**src/rtl/alu_pkg.sv**
```systemverilog
// Shared types and default sizing for the serial add/subtract flag generator.
package alu_pkg;

  typedef enum logic [1:0] {
    IDLE = 2'd0,
    RUN  = 2'd1,
    DONE = 2'd2
  } state_t;

  localparam int DEF_WIDTH = 32;
  localparam int DEF_SLICE = 8;

endpackage

```
**src/rtl/slice_adder.sv**
```systemverilog
// Combinational SLICE-bit adder with carry-in and carry-out.
module slice_adder #(
  parameter int SLICE = alu_pkg::DEF_SLICE
) (
  input  logic [SLICE-1:0] a,
  input  logic [SLICE-1:0] b,
  input  logic             cin,
  output logic [SLICE-1:0] sum,
  output logic             cout
);

  // Widen by one bit so the carry falls out of the top of the sum.
  always_comb begin
    {cout, sum} = {1'b0, a} + {1'b0, b} + {{SLICE{1'b0}}, cin};
  end

endmodule

```
**src/rtl/serial_flag_gen.sv**
```systemverilog
// Serial add/subtract: one SLICE-bit chunk per cycle, with zero/overflow/negative/carry flags.
//
// state | meaning
// ------+--------------------------------------------------------------
// IDLE  | waiting for start; result and flags hold the last operation
// RUN   | adding slice cnt each edge, carry rippling through a register
// DONE  | one-cycle done pulse; result and flags valid
module serial_flag_gen
  import alu_pkg::*;
#(
  parameter int WIDTH = DEF_WIDTH,
  parameter int SLICE = DEF_SLICE
) (
  input  logic             clk,
  input  logic             reset,
  input  logic             start,
  input  logic             sub,
  input  logic [WIDTH-1:0] a,
  input  logic [WIDTH-1:0] b,
  output logic             busy,
  output logic             done,
  output logic [WIDTH-1:0] result,
  output logic             z,
  output logic             v,
  output logic             n,
  output logic             c
);

  localparam int NSLICE = WIDTH / SLICE;
  localparam int CW     = (NSLICE > 1) ? $clog2(NSLICE) : 1;
  localparam logic [CW-1:0] LAST_CNT = CW'(NSLICE - 1);

  state_t            state, next_state;
  logic [CW-1:0]     cnt;
  logic [WIDTH-1:0]  opa;
  logic [WIDTH-1:0]  opb;
  logic              carry;
  logic              nz_acc;
  logic              last;
  int                base;
  logic [SLICE-1:0]  slice_a;
  logic [SLICE-1:0]  slice_b;
  logic [SLICE-1:0]  slice_sum;
  logic              slice_cout;

  // Select the operand slice addressed by the counter.
  always_comb begin
    base    = int'(cnt) * SLICE;
    slice_a = opa[base +: SLICE];
    slice_b = opb[base +: SLICE];
    last    = (cnt == LAST_CNT);
  end

  slice_adder #(.SLICE(SLICE)) u_slice_adder (
    .a    (slice_a),
    .b    (slice_b),
    .cin  (carry),
    .sum  (slice_sum),
    .cout (slice_cout)
  );

  // State register.
  always_ff @(posedge clk) begin
    if (reset) state <= IDLE;
    else       state <= next_state;
  end

  // Next-state and status outputs.
  always_comb begin
    next_state = state;
    busy       = (state != IDLE);
    done       = (state == DONE);
    case (state)
      IDLE:    if (start) next_state = RUN;
      RUN:     if (last)  next_state = DONE;
      DONE:    next_state = IDLE;
      default: next_state = IDLE;
    endcase
  end

  // Datapath: operand capture on accept, slice accumulation in RUN, flags on the last slice.
  always_ff @(posedge clk) begin
    if (reset) begin
      cnt    <= '0;
      opa    <= '0;
      opb    <= '0;
      carry  <= 1'b0;
      nz_acc <= 1'b0;
      result <= '0;
      z      <= 1'b1;
      v      <= 1'b0;
      n      <= 1'b0;
      c      <= 1'b0;
    end else begin
      case (state)
        IDLE: begin
          if (start) begin
            // Subtraction is A + ~B + 1: invert B here and feed the +1 as carry-in.
            opa    <= a;
            opb    <= b ^ {WIDTH{sub}};
            carry  <= sub;
            cnt    <= '0;
            nz_acc <= 1'b0;
          end
        end
        RUN: begin
          result[base +: SLICE] <= slice_sum;
          carry  <= slice_cout;
          nz_acc <= nz_acc | (|slice_sum);
          if (last) begin
            cnt <= '0;
            // The top slice is still on the adder output, so derive the flags from it directly.
            z <= ~(nz_acc | (|slice_sum));
            n <= slice_sum[SLICE-1];
            c <= slice_cout;
            v <= (opa[WIDTH-1] == opb[WIDTH-1]) && (slice_sum[SLICE-1] != opa[WIDTH-1]);
          end else begin
            cnt <= cnt + 1'b1;
          end
        end
        default: ;
      endcase
    end
  end

endmodule
```
**config.mk**
```make
export PLATFORM = sky130hd
export DESIGN_NAME = serial_flag_gen
export DESIGN_NICKNAME = d
export VERILOG_FILES = /design/src/rtl/alu_pkg.sv /design/src/rtl/slice_adder.sv /design/src/rtl/serial_flag_gen.sv
export SDC_FILE = /design/constraint.sdc
export NUM_CORES = 1
export LEC_CHECK = 0
export ABC_AREA = 1
export BUFFER_PORTS_ARGS = -buffer_cell sky130_fd_sc_hd__buf_2
export CORE_ASPECT_RATIO = 1.1
export CORE_MARGIN = 3
export CORE_UTILIZATION = 56
export CTS_BUF_LIST = sky130_fd_sc_hd__clkbuf_8
export DETAILED_ROUTE_END_ITERATION = 8
export GPL_ROUTABILITY_DRIVEN = 0
export GPL_TIMING_DRIVEN = 0
export PLACE_DENSITY = 0.9
export SLEW_MARGIN = 20
export SYNTH_ARGS = -nofsm -noshare
export SYNTH_HDL_FRONTEND = slang
export SYNTH_SLANG_ARGS = --single-unit
```
**constraint.sdc**
```tcl
create_clock -name clk -period 3.1 [get_ports clk]
set_input_delay 0.155 -clock clk [delete_from_list [all_inputs] [get_ports clk]]
set_output_delay 0.155 -clock clk [all_outputs]
set_load 0.05 [all_outputs]
```
==> impl_results.md <==
* Worst-case vdd ir drop at 0.000279 V
* #FFs+latches synth at 106
* Worst R2R Setup Slack at 0.18 ns
* Setup repair after global routing missed its margin: no
* Highest Clock Rate at 0.343 GHz
* Number of vias per cell after detailed routing at 5.76
* Detail Route Antenna Nets at 0
* Worst clock skew at 0.0102 ns
* Worst slew slack as a fraction of its limit at 63.5%
* Slowest library cell on the worst path: fa_2
* Pin count of the biggest net entering global routing at 19
* Antenna diode count at 0
* Standby leakage power at 2.59 nW
* Sequential fraction of the synthesis area at 42.8%
* Final TNS setup at 0 ns
* Post-layout nets at 854
* Synth async-reset ratio at 0%
* Net switching power figure at 1.11 mW
* Std-Cell Core Area at 8500 sq um
* DRC violation total after the first TritonRoute iteration at 526
* Cell chosen for the clock root: clkbuf_8
* Overall routing resource usage at 27.8%
* Unique masters post-synth at 34
* Area after DPL at 5620 sq um
* Worst setup EP type: flop
* Die Area at 10,000 sq um
* Die X-Extent at 95.7 um
* Worst path most repeated cell: nand2_1
* Peak fanout along the critical path at 10
* Synthesis-to-layout area growth at 19.0%
* Global-route wire length before repair at 22,100 um
* Clk sink count at 106
* Final hold violations at 0
* Number of top-level design ports at 106
* Layout Utilization at 69.5%
* Average wire per standard cell at 15.6 um
* Clock insertion delay at the later pin of the skew report at 0.38 ns
* Required @ worst endpoint at 3.38 ns
* Fraction of final layout cells with drive strength greater than 1 at 21.0%
* Sequential fraction of design power at 45.4%
* Final count of pins violating max slew at 0
* Worst endpoint data arrival time at 3.19 ns
* Tcrit/Tclk final at 94.1%
* Total wirelength of the detailed-routed design at 13,800 um
* Slowest Stage Delay on Critical Path at 0.42 ns
* Dominant synthesized flop cell: dfxtp_1
* Commonest cells after routing, fill and taps aside: nor2_1, buf_2, dfxtp_1
* Iteration count of the initial detailed-routing pass at 8
* Die Ht at 105 um
* Critical path cell sequence: inv_1 -> buf_4 -> buf_4 -> nor2_1 -> o22ai_1 -> fa_2 -> fa_2 -> nand2_1 -> nand2_1 -> nand3_2 -> nand2_1 -> nand2_1 -> nand2_1 -> a21o_1 -> o21ai_0 -> inv_1
* Count of maximum capacitance violations at 0
* Post-DP HPWL at 10,200 um
* Post-CTS Hold Fix Bufs at 0
* Switching fraction of total power at 33.2%
* Effective utilization at floorplan at 58.4%
* Most common library cell in the layout ignoring fill and taps: nor2_1
* TritonCTS clock tree: done
* Vias in the first global route at 4,806
* Yosys Warn Count at 0
* Total via count in the routed design at 5,105
* CTS clk-pin slew, worst paths at 0.11 ns
* Post-synth EDFFs at 0
* Share of power burned in the clock network at 29.7%
* Maximum clock path buffer count at 2
* Post-Place Cells at 869
* Post-route DRC violation count at 0
* Comb pwr share at 24.9%
* Minimum clock period at 2.92 ns
* Cell count after synthesis at 655
* Pwr Density at 564 nW/um^2
* Core Rows at 35
* Worst hold path class: primary input to flop
* Max H-tree Level at 3
* Worst Max-Slew Pin Slew at 0.542 ns
* Internal power consumption at 2.22 mW
* Area of all placed cells without fillers at 5900 sq um
* Post-synthesis instance area at 4960 sq um
* Non-Filler Instances at 887
* Syn Area/Cell at 7.57 sq um
* Remaining Overflow, GRT at 0
* Worst setup SP type: flop
* Port Buf Inserts at 103
* Antenna violations before repair at 0
* Final setup fails at 0
* CTS Buf Count at 9
* Syn Nets at 738
* Classification of the worst setup path: flop to flop
* Total power of the final layout at 3.33 mW
* Outcome: complete, no violations
[metal layers]
metal / vias up / global-route usage [%] / wire [um]
met4: 0 / 12.2 / 558
li1: 2410 / - / -
met3: 60 / 5.33 / 1320
met1: 2324 / 35.0 / 5310
met2: 311 / 45.4 / 6620
met5: - / 0 / 0
[Yosys cell counts, types with 2 or more instances]
cell type	instances	share of area [%]
a211oi_1	32	4.8
a21oi_1	36	3.6
a22oi_1	4	0.61
buf_1	2	0.15
buf_2	15	1.5
buf_4	3	0.45
clkbuf_1	18	1.4
dfxtp_1	106	43
fa_1	2	0.81
ha_1	13	3.3
inv_1	25	1.9
inv_2	3	0.23
nand2_1	86	6.5
nand2_2	3	0.38
nand3_1	16	1.6
nand3b_1	3	0.45
nand4_1	5	0.63
nor2_1	151	11
nor2_4	3	0.68
nor3_1	2	0.20
o21ai_0	68	6.9
o22ai_1	16	2.0
xnor2_1	32	5.6
[critical path, delay by kind of cell, from the launching register on]
kind	cells	cell delay, ns
AO/OA/AOI/OAI	3	0.53
adder cells (fa/ha/maj)	2	0.78
buffers and inverters	4	0.52
AND/OR/NAND/NOR	7	0.59
flip-flops	1	0.39
[logic make-up (layout without fill, tap and decap cells)]
| family | count (synthesis) | count (layout) | share of synthesized area (%) |
|---|---|---|---|
| XOR/XNOR | 32 | 32 | 5.65 |
| AO/OA/AOI/OAI | 160 | 160 | 18.5 |
| flip-flops | 106 | 106 | 42.8 |
| buffers and inverters | 68 | 189 | 5.95 |
| adder cells (fa/ha/maj) | 15 | 15 | 4.09 |
| AND/OR/NAND/NOR | 274 | 274 | 23.0 |
[state kept, by name, indices dropped and copies added (netlist names)]
register and flops:
opa 32, opb 32, result 32, cnt 2
state 2, c 1, carry 1, n 1
nz_acc 1, v 1, z 1
[per-stage QoR]
step	setup WS, ns	hold slack, ns
floorplan	0.389	0.321
global placement	-0.122	0.407
detailed placement	-0.164	0.414
CTS	0.00119	0.0195
global route	0.00994	0.0296
finish	0.182	0.0212
[path summary, 6_finish.rpt]
check	from	cells after the start	end
setup reg to reg	cnt[0]	16	c
hold reg to reg	result[13]	2	result[13]
setup / recovery	cnt[0]	16	c
hold / removal	a[31]	3	opa[31]
[power by group through the flow]
stage	combinational [mW]	sequential, mW	clock [mW]
2_1_floorplan	0.534	1.55	0
3_3_place_gp	0.748	1.54	0
3_5_place_dp	0.779	1.54	0
4_1_cts	0.793	1.51	0.990
5_1_grt	0.912	1.52	1.04
6_report	0.829	1.51	0.989
[repair_timing]
item | in CTS | in global routing
endpoints found under the setup margin | 10 | 19
setup buffers | 0 | 2
pin swaps | 0 | 3
gates cloned | 0 | 0
gates resized for setup | 3 | 14
[final cells by class]
type	count	area, sq um
inverters	29	111
multi-input cells	481	2570
plain buffers	39	191
clock buffers	10	138
clock inverters	6	97.6
repair buffers	105	531
well taps	111	139
flip-flops and latches	106	2130
fillers	672	2590
Power figures use the tool's default switching activity.
